### src/rtl/dice_ram_pkg.sv
// dice_ram_pkg: shared status type and output-buffer sizing for the dice_ram FIFO controller
package dice_ram_pkg;
  localparam int OBUF_DEPTH = 2;
  localparam int OBUF_CW = $clog2(OBUF_DEPTH + 1);
  typedef struct packed {
    logic [31:0] count;
    logic        full;
    logic        empty;
  } ram_fifo_status_t;
endpackage

### src/rtl/dice_ram_fifo_obuf.sv
// dice_ram_fifo_obuf: 2-entry capture/pop buffer holding RAM read returns in front of the consumer
module dice_ram_fifo_obuf
  import dice_ram_pkg::*;
#(
  parameter int DATA_WIDTH = 32
) (
  input  logic                  clk,
  input  logic                  rst_n,
  input  logic                  flush,
  input  logic                  cap,
  input  logic [DATA_WIDTH-1:0] cap_data,
  input  logic                  pop,
  output logic [OBUF_CW-1:0]    cnt,
  output logic [DATA_WIDTH-1:0] head
);
  logic [DATA_WIDTH-1:0] tail, head_n, tail_n;
  logic [OBUF_CW-1:0] cnt_n;
  always_comb begin
    head_n = pop ? (cap && cnt == 1 ? cap_data : tail) : (cap && cnt == 0 ? cap_data : head);
    tail_n = cap && (pop ? cnt == OBUF_CW'(OBUF_DEPTH) : cnt != '0) ? cap_data : tail;
    cnt_n = cnt + OBUF_CW'(cap) - OBUF_CW'(pop);
  end
  always_ff @(posedge clk or negedge rst_n) begin
    if (!rst_n) begin
      cnt <= '0;
      head <= '0;
      tail <= '0;
    end else begin
      cnt <= flush ? '0 : cnt_n;
      head <= head_n;
      tail <= tail_n;
    end
  end
endmodule

### src/rtl/dice_ram_fifo_ctrl.sv
// dice_ram_fifo_ctrl: valid/ready FIFO controller over an external 1W1R RAM with a 2-entry output buffer
module dice_ram_fifo_ctrl
  import dice_ram_pkg::*;
#(
  parameter int DATA_WIDTH = 32,
  parameter int DEPTH = 1024,
  parameter int ADDR_WIDTH = $clog2(DEPTH),
  parameter int COUNT_WIDTH = $clog2(DEPTH + 1)
) (
  input  logic                   clk,
  input  logic                   rst_n,
  input  logic                   flush,
  input  logic                   push_valid,
  output logic                   push_ready,
  input  logic [DATA_WIDTH-1:0]  push_data,
  output logic                   pop_valid,
  input  logic                   pop_ready,
  output logic [DATA_WIDTH-1:0]  pop_data,
  output logic [COUNT_WIDTH-1:0] count,
  output logic                   ram_wr_en,
  output logic [ADDR_WIDTH-1:0]  ram_wr_addr,
  output logic [DATA_WIDTH-1:0]  ram_wr_data,
  output logic                   ram_rd_en,
  output logic [ADDR_WIDTH-1:0]  ram_rd_addr,
  input  logic [DATA_WIDTH-1:0]  ram_rd_data
);
  logic [ADDR_WIDTH-1:0] wr_ptr, rd_ptr;
  logic [COUNT_WIDTH-1:0] ram_cnt;
  logic inflight, push_fire, pop_fire;
  logic [OBUF_CW-1:0] obuf_cnt;
  logic [OBUF_CW:0] occ;
  ram_fifo_status_t st;
  always_comb begin
    st = '{count: 32'(count), full: count == COUNT_WIDTH'(DEPTH), empty: count == '0};
    push_ready = !flush && !st.full;
    pop_valid = !flush && obuf_cnt != '0;
    push_fire = push_valid && push_ready;
    pop_fire = pop_valid && pop_ready;
    occ = (OBUF_CW + 1)'(obuf_cnt) + (OBUF_CW + 1)'(inflight) - (OBUF_CW + 1)'(pop_fire);
    ram_rd_en = !flush && ram_cnt != '0 && occ < (OBUF_CW + 1)'(OBUF_DEPTH);
    ram_wr_en = push_fire;
    ram_wr_addr = wr_ptr;
    ram_wr_data = push_data;
    ram_rd_addr = rd_ptr;
  end
  // ram_cnt is registered only, so a word is never read in the cycle it is written
  always_ff @(posedge clk or negedge rst_n) begin
    if (!rst_n) begin
      wr_ptr <= '0;
      rd_ptr <= '0;
      ram_cnt <= '0;
      count <= '0;
      inflight <= 1'b0;
    end else if (flush) begin
      wr_ptr <= '0;
      rd_ptr <= '0;
      ram_cnt <= '0;
      count <= '0;
      inflight <= 1'b0;
    end else begin
      wr_ptr <= wr_ptr + ADDR_WIDTH'(push_fire);
      rd_ptr <= rd_ptr + ADDR_WIDTH'(ram_rd_en);
      ram_cnt <= ram_cnt + COUNT_WIDTH'(push_fire) - COUNT_WIDTH'(ram_rd_en);
      count <= count + COUNT_WIDTH'(push_fire) - COUNT_WIDTH'(pop_fire);
      inflight <= ram_rd_en;
    end
  end
  dice_ram_fifo_obuf #(.DATA_WIDTH(DATA_WIDTH)) u_obuf (
    .clk(clk),
    .rst_n(rst_n),
    .flush(flush),
    .cap(inflight),
    .cap_data(ram_rd_data),
    .pop(pop_fire),
    .cnt(obuf_cnt),
    .head(pop_data)
  );
  a_count: assert property (@(posedge clk) disable iff (!rst_n)
    st.count == 32'(ram_cnt) + 32'(inflight) + 32'(obuf_cnt));
  a_rd_empty: assert property (@(posedge clk) disable iff (!rst_n) !(ram_rd_en && ram_cnt == '0));
  a_collide: assert property (@(posedge clk) disable iff (!rst_n)
    !(ram_rd_en && ram_wr_en && ram_rd_addr == ram_wr_addr));
  a_pop_empty: assert property (@(posedge clk) disable iff (!rst_n) !(pop_valid && st.empty));
endmodule
### config.mk
export PLATFORM = sky130hd
export DESIGN_NAME = dice_ram_fifo_ctrl
export DESIGN_NICKNAME = d
export VERILOG_FILES = /design/src/rtl/dice_ram_pkg.sv /design/src/rtl/dice_ram_fifo_obuf.sv /design/src/rtl/dice_ram_fifo_ctrl.sv
export SDC_FILE = /design/constraint.sdc
export NUM_CORES = 1
export LEC_CHECK = 0
export CORE_MARGIN = 5
export CORE_UTILIZATION = 25
export CTS_BUF_LIST = sky130_fd_sc_hd__clkbuf_4
export DETAILED_ROUTE_END_ITERATION = 12
export DONT_BUFFER_PORTS = 1
export PLACE_DENSITY = 0.41
export SLEW_MARGIN = 20
export SYNTH_ARGS = -nofsm -noshare
export SYNTH_HDL_FRONTEND = slang
export SYNTH_SLANG_ARGS = --single-unit
export TNS_END_PERCENT = 20
### constraint.sdc
create_clock -name clk -period 4.25 [get_ports clk]
set_clock_uncertainty 0.2 [all_clocks]
set_input_delay 0.425 -clock clk [delete_from_list [all_inputs] [get_ports clk]]
set_output_delay 0.425 -clock clk [all_outputs]
set_load 0.005 [all_outputs]
==> run summary, run 1 <==
RSZ-0062 raised after global routing: yes
Yosys warns: 0
I/O pin count: 168
Initial antenna violation count: 1
Maximum clock frequency: 252 MHz
Layout Cells excl Fill: 846
H-tree lvl count: 3
Netlist Area Pre-Place: 5650 um^2
Die height: 160 um
Final setup viols: 0
Commonest non-fill, non-tap cells in the layout: dfrtp_1 (108), nand2_1 (75), nor2_1 (41)
Num rows: 55
CP Cell Sequence: nor3b_4 -> a21o_1 -> ha_1 -> inv_1 -> fa_1 -> xnor2_1 -> nand3b_1 -> a41oi_2 -> ha_1 -> inv_1 -> ha_1 -> a21o_1 -> a221o_1 -> a211o_1 -> a31oi_1 -> mux2_1
Post-detail-place hpwl: 8.89 mm
CTS max path bufs: 2
Fraction of layout cells with a size suffix above 1: 6.61%
Nets: 662
Hold EP: u_obuf.cnt[0]
TritonCTS Buffers: 9
Slowest CP cell: dfrtp_2
FFs w/ async S/R, synth: 100%
Cell total after placement: 791
Clock sinks: 109
Root Driver: clkbuf_4
Post-synth top area share: 48.3%
Reg-to-reg endpoint: ram_cnt[7]
Mapped Cells: 548
HP Start: pop_ready
Final Slew Violations: 0
Register area share after synthesis: 48.3%
Vias: 3,754
Max-slew headroom: 59.1%
Synth Area per Inst: 10.3 um^2
Worst R2R Start: u_obuf.cnt[0]
MaxCap Viol Count: 0
Crit-path max FO: 4
Worst hold stages: 4
Final wirelength: 13.1 mm
Synthesis-to-layout area growth: 12.2%
CP Data Arrival Time: 4.15 ns
Peak supply drop: 0.161 mV
Hold Crit Class: input pin to register
Syn Nets: 655
WP buf/inv: 2
Antenna viol nets, final: 0
EDFF count, synth: 0
Top cells by area, synth: dfrtp_1 (48%), ha_1 (7.8%), mux2_1 (7.2%), nand2_1 (5.0%), a22oi_1 (4.3%)
PwrDens: 699 nW/um^2
Yosys reg bits: 109
Total gr overflow: 0
Yosys top cell by area: dfrtp_1
CORE AREA: 22,400 um^2
Worst-Margin Slew: 0.612 ns
Setup CP Type: register to register
R2r worst-path depth: 16
Startpoint types: register
Outcome: finished, final reports clean
Reg-to-reg slack, setup: 0.28 ns
Fin crit share: 93.5%
Ys flop type: dfrtp_1
CP required: 4.43 ns
Clock Latency Late Sink: 0.49 ns
Die area: 25,700 um^2
CTS tree: done
Vias in the first global route: 3,916
Iteration-0 DRC Markers: 180
Crit-path max cell delay: 0.47 ns
I/O Buffers: 0
Setup TNS Final: 0 ns
Final Hold Fails: 0
Clk pin slew, worst setup/hold paths: 0.17 ns
Largest net degree at the start of global routing: 110
Crit path top cell by count: ha_1
Static Leakage: 2.84 nW
Gr usage total: 10.4%
Commonest non-fill, non-tap cell in the layout: dfrtp_1
Synth cell types: 47
Setup crit end kind: register
Die X: 160 um
Top delay family on crit path: compound AO/OA/AOI/OAI gates
Fill cells: 2,303
First-pass GRT wire length: 21.6 mm
Minimum clock period: 3.97 ns
Routed length per placed instance: 15.5 um
Initial DRT Pass Iterations: 4
Initial Util: 25.2%
Vias per cell: 4.44
DRC violation count after routing: 0
Gpl congestion: 0.723
Tot Pwr: 4.44 mW
report_power, final:
part	leakage, nW	internal, mW	switching [mW]	total [mW]
Clock	0.0717	0.131	0.376	0.507
Sequential	1.36	1.46	0.303	1.76
Combinational	1.41	0.989	1.18	2.16
Total	2.84	2.58	1.85	4.44
sequential cells by signal, indices dropped and copies added, names as in the netlist:
| name | count |
|---|---|
| u_obuf.head | 32 |
| count | 11 |
| inflight | 1 |
| u_obuf.tail | 32 |
| ram_rd_addr | 10 |
| u_obuf.cnt | 2 |
| ram_cnt | 11 |
| ram_wr_addr | 10 |
cells in the mapped netlist, drive strengths merged, types with 11 or more instances:
master,n
dfrtp,109
nand2,75
nor2,42
buf,38
mux2,36
ha,35
inv,35
a22oi,32
nor2b,17
a21oi,15
xnor2,15
clkbuf,12
nand3,12
xor2,12
o21ai,11
cell families (layout without fill, tap and decap cells):
group           after synthesis  count (layout)  synth area share (%)
xor+xnor                     27              27                  4.19
fa+ha+maj                    38              38                  8.81
other cells                   0               1                     0
buf+inv                      85              97                  7.86
mux                          37              37                  7.35
simple gates                170             170                  13.5
flops                       109             109                  48.3
compound gates               82              82                  10.1
through the flow:
| step | util, % | setup WS [ns] | hold slack (ns) | instance area, um^2 |
|---|---|---|---|---|
| finish | 28.3 | 0.275 | 0.281 | 6340 |
| detailed placement | 25.8 | -0.0130 | -0.0679 | 5790 |
| CTS | 28.1 | 0.139 | 0.194 | 6310 |
| global route | 28.3 | -0.0159 | 0.261 | 6340 |
| global placement | 25.8 | 0.101 | -0.0679 | 5790 |
| floorplan | - | 0.0350 | -0.0706 | 5660 |
per-layer routing:
layer	vias up	wire, um	track usage [%]
met5	-	0	0
met4	0	196	3.95
met3	16	656	3.03
met2	74	6820	18.2
met1	1827	5440	12.2
li1	1837	-	-
worst max path at each step:
stage                     cells after the start    endpoint  slack [ns]           from
after floorplan                              18  ram_cnt[7]        0.04          flush
after global placement                       17  ram_cnt[7]        0.10          flush
after detailed placement                     17  ram_cnt[7]       -0.01          flush
after CTS                                    16  ram_cnt[7]        0.14  u_obuf.cnt[0]
after global routing                         16  ram_cnt[7]       -0.02  u_obuf.cnt[0]
final                                        16  ram_cnt[7]        0.28  u_obuf.cnt[0]
timing repair:
action,CTS,global route
hold buffers,37,0
resized for setup,0,5
setup buffers,0,1
setup endpoints to repair,0,4
endpoints found under the hold margin,218,0
layout make-up:
| cell class | instances | area [um^2] | area share, % |
|---|---|---|---|
| diodes | 1 | 2.50 | 0.0395 |
| repair buffers | 46 | 465 | 7.34 |
| well taps | 285 | 357 | 5.62 |
| clock buffers | 9 | 67.6 | 1.07 |
| inverters | 35 | 131 | 2.07 |
| multi-input cells | 354 | 2530 | 39.9 |
| flip-flops and latches | 109 | 2730 | 43.0 |
| clock inverters | 7 | 57.6 | 0.908 |
worst min-delay path, stage by stage:
cell,delay [ns]
nand2b_1,0.14
a21o_1,0.14
ha_1,0.10
nor2b_1,0.11
(Power assumes the default switching activity.)
==> inputs of run 2 (changes only) <==
- ABC_CLOCK_PERIOD_IN_PS: not set -> 4250
==> results of run 2 <==
Final layout, timing and power as in run 1 (identical DEF).
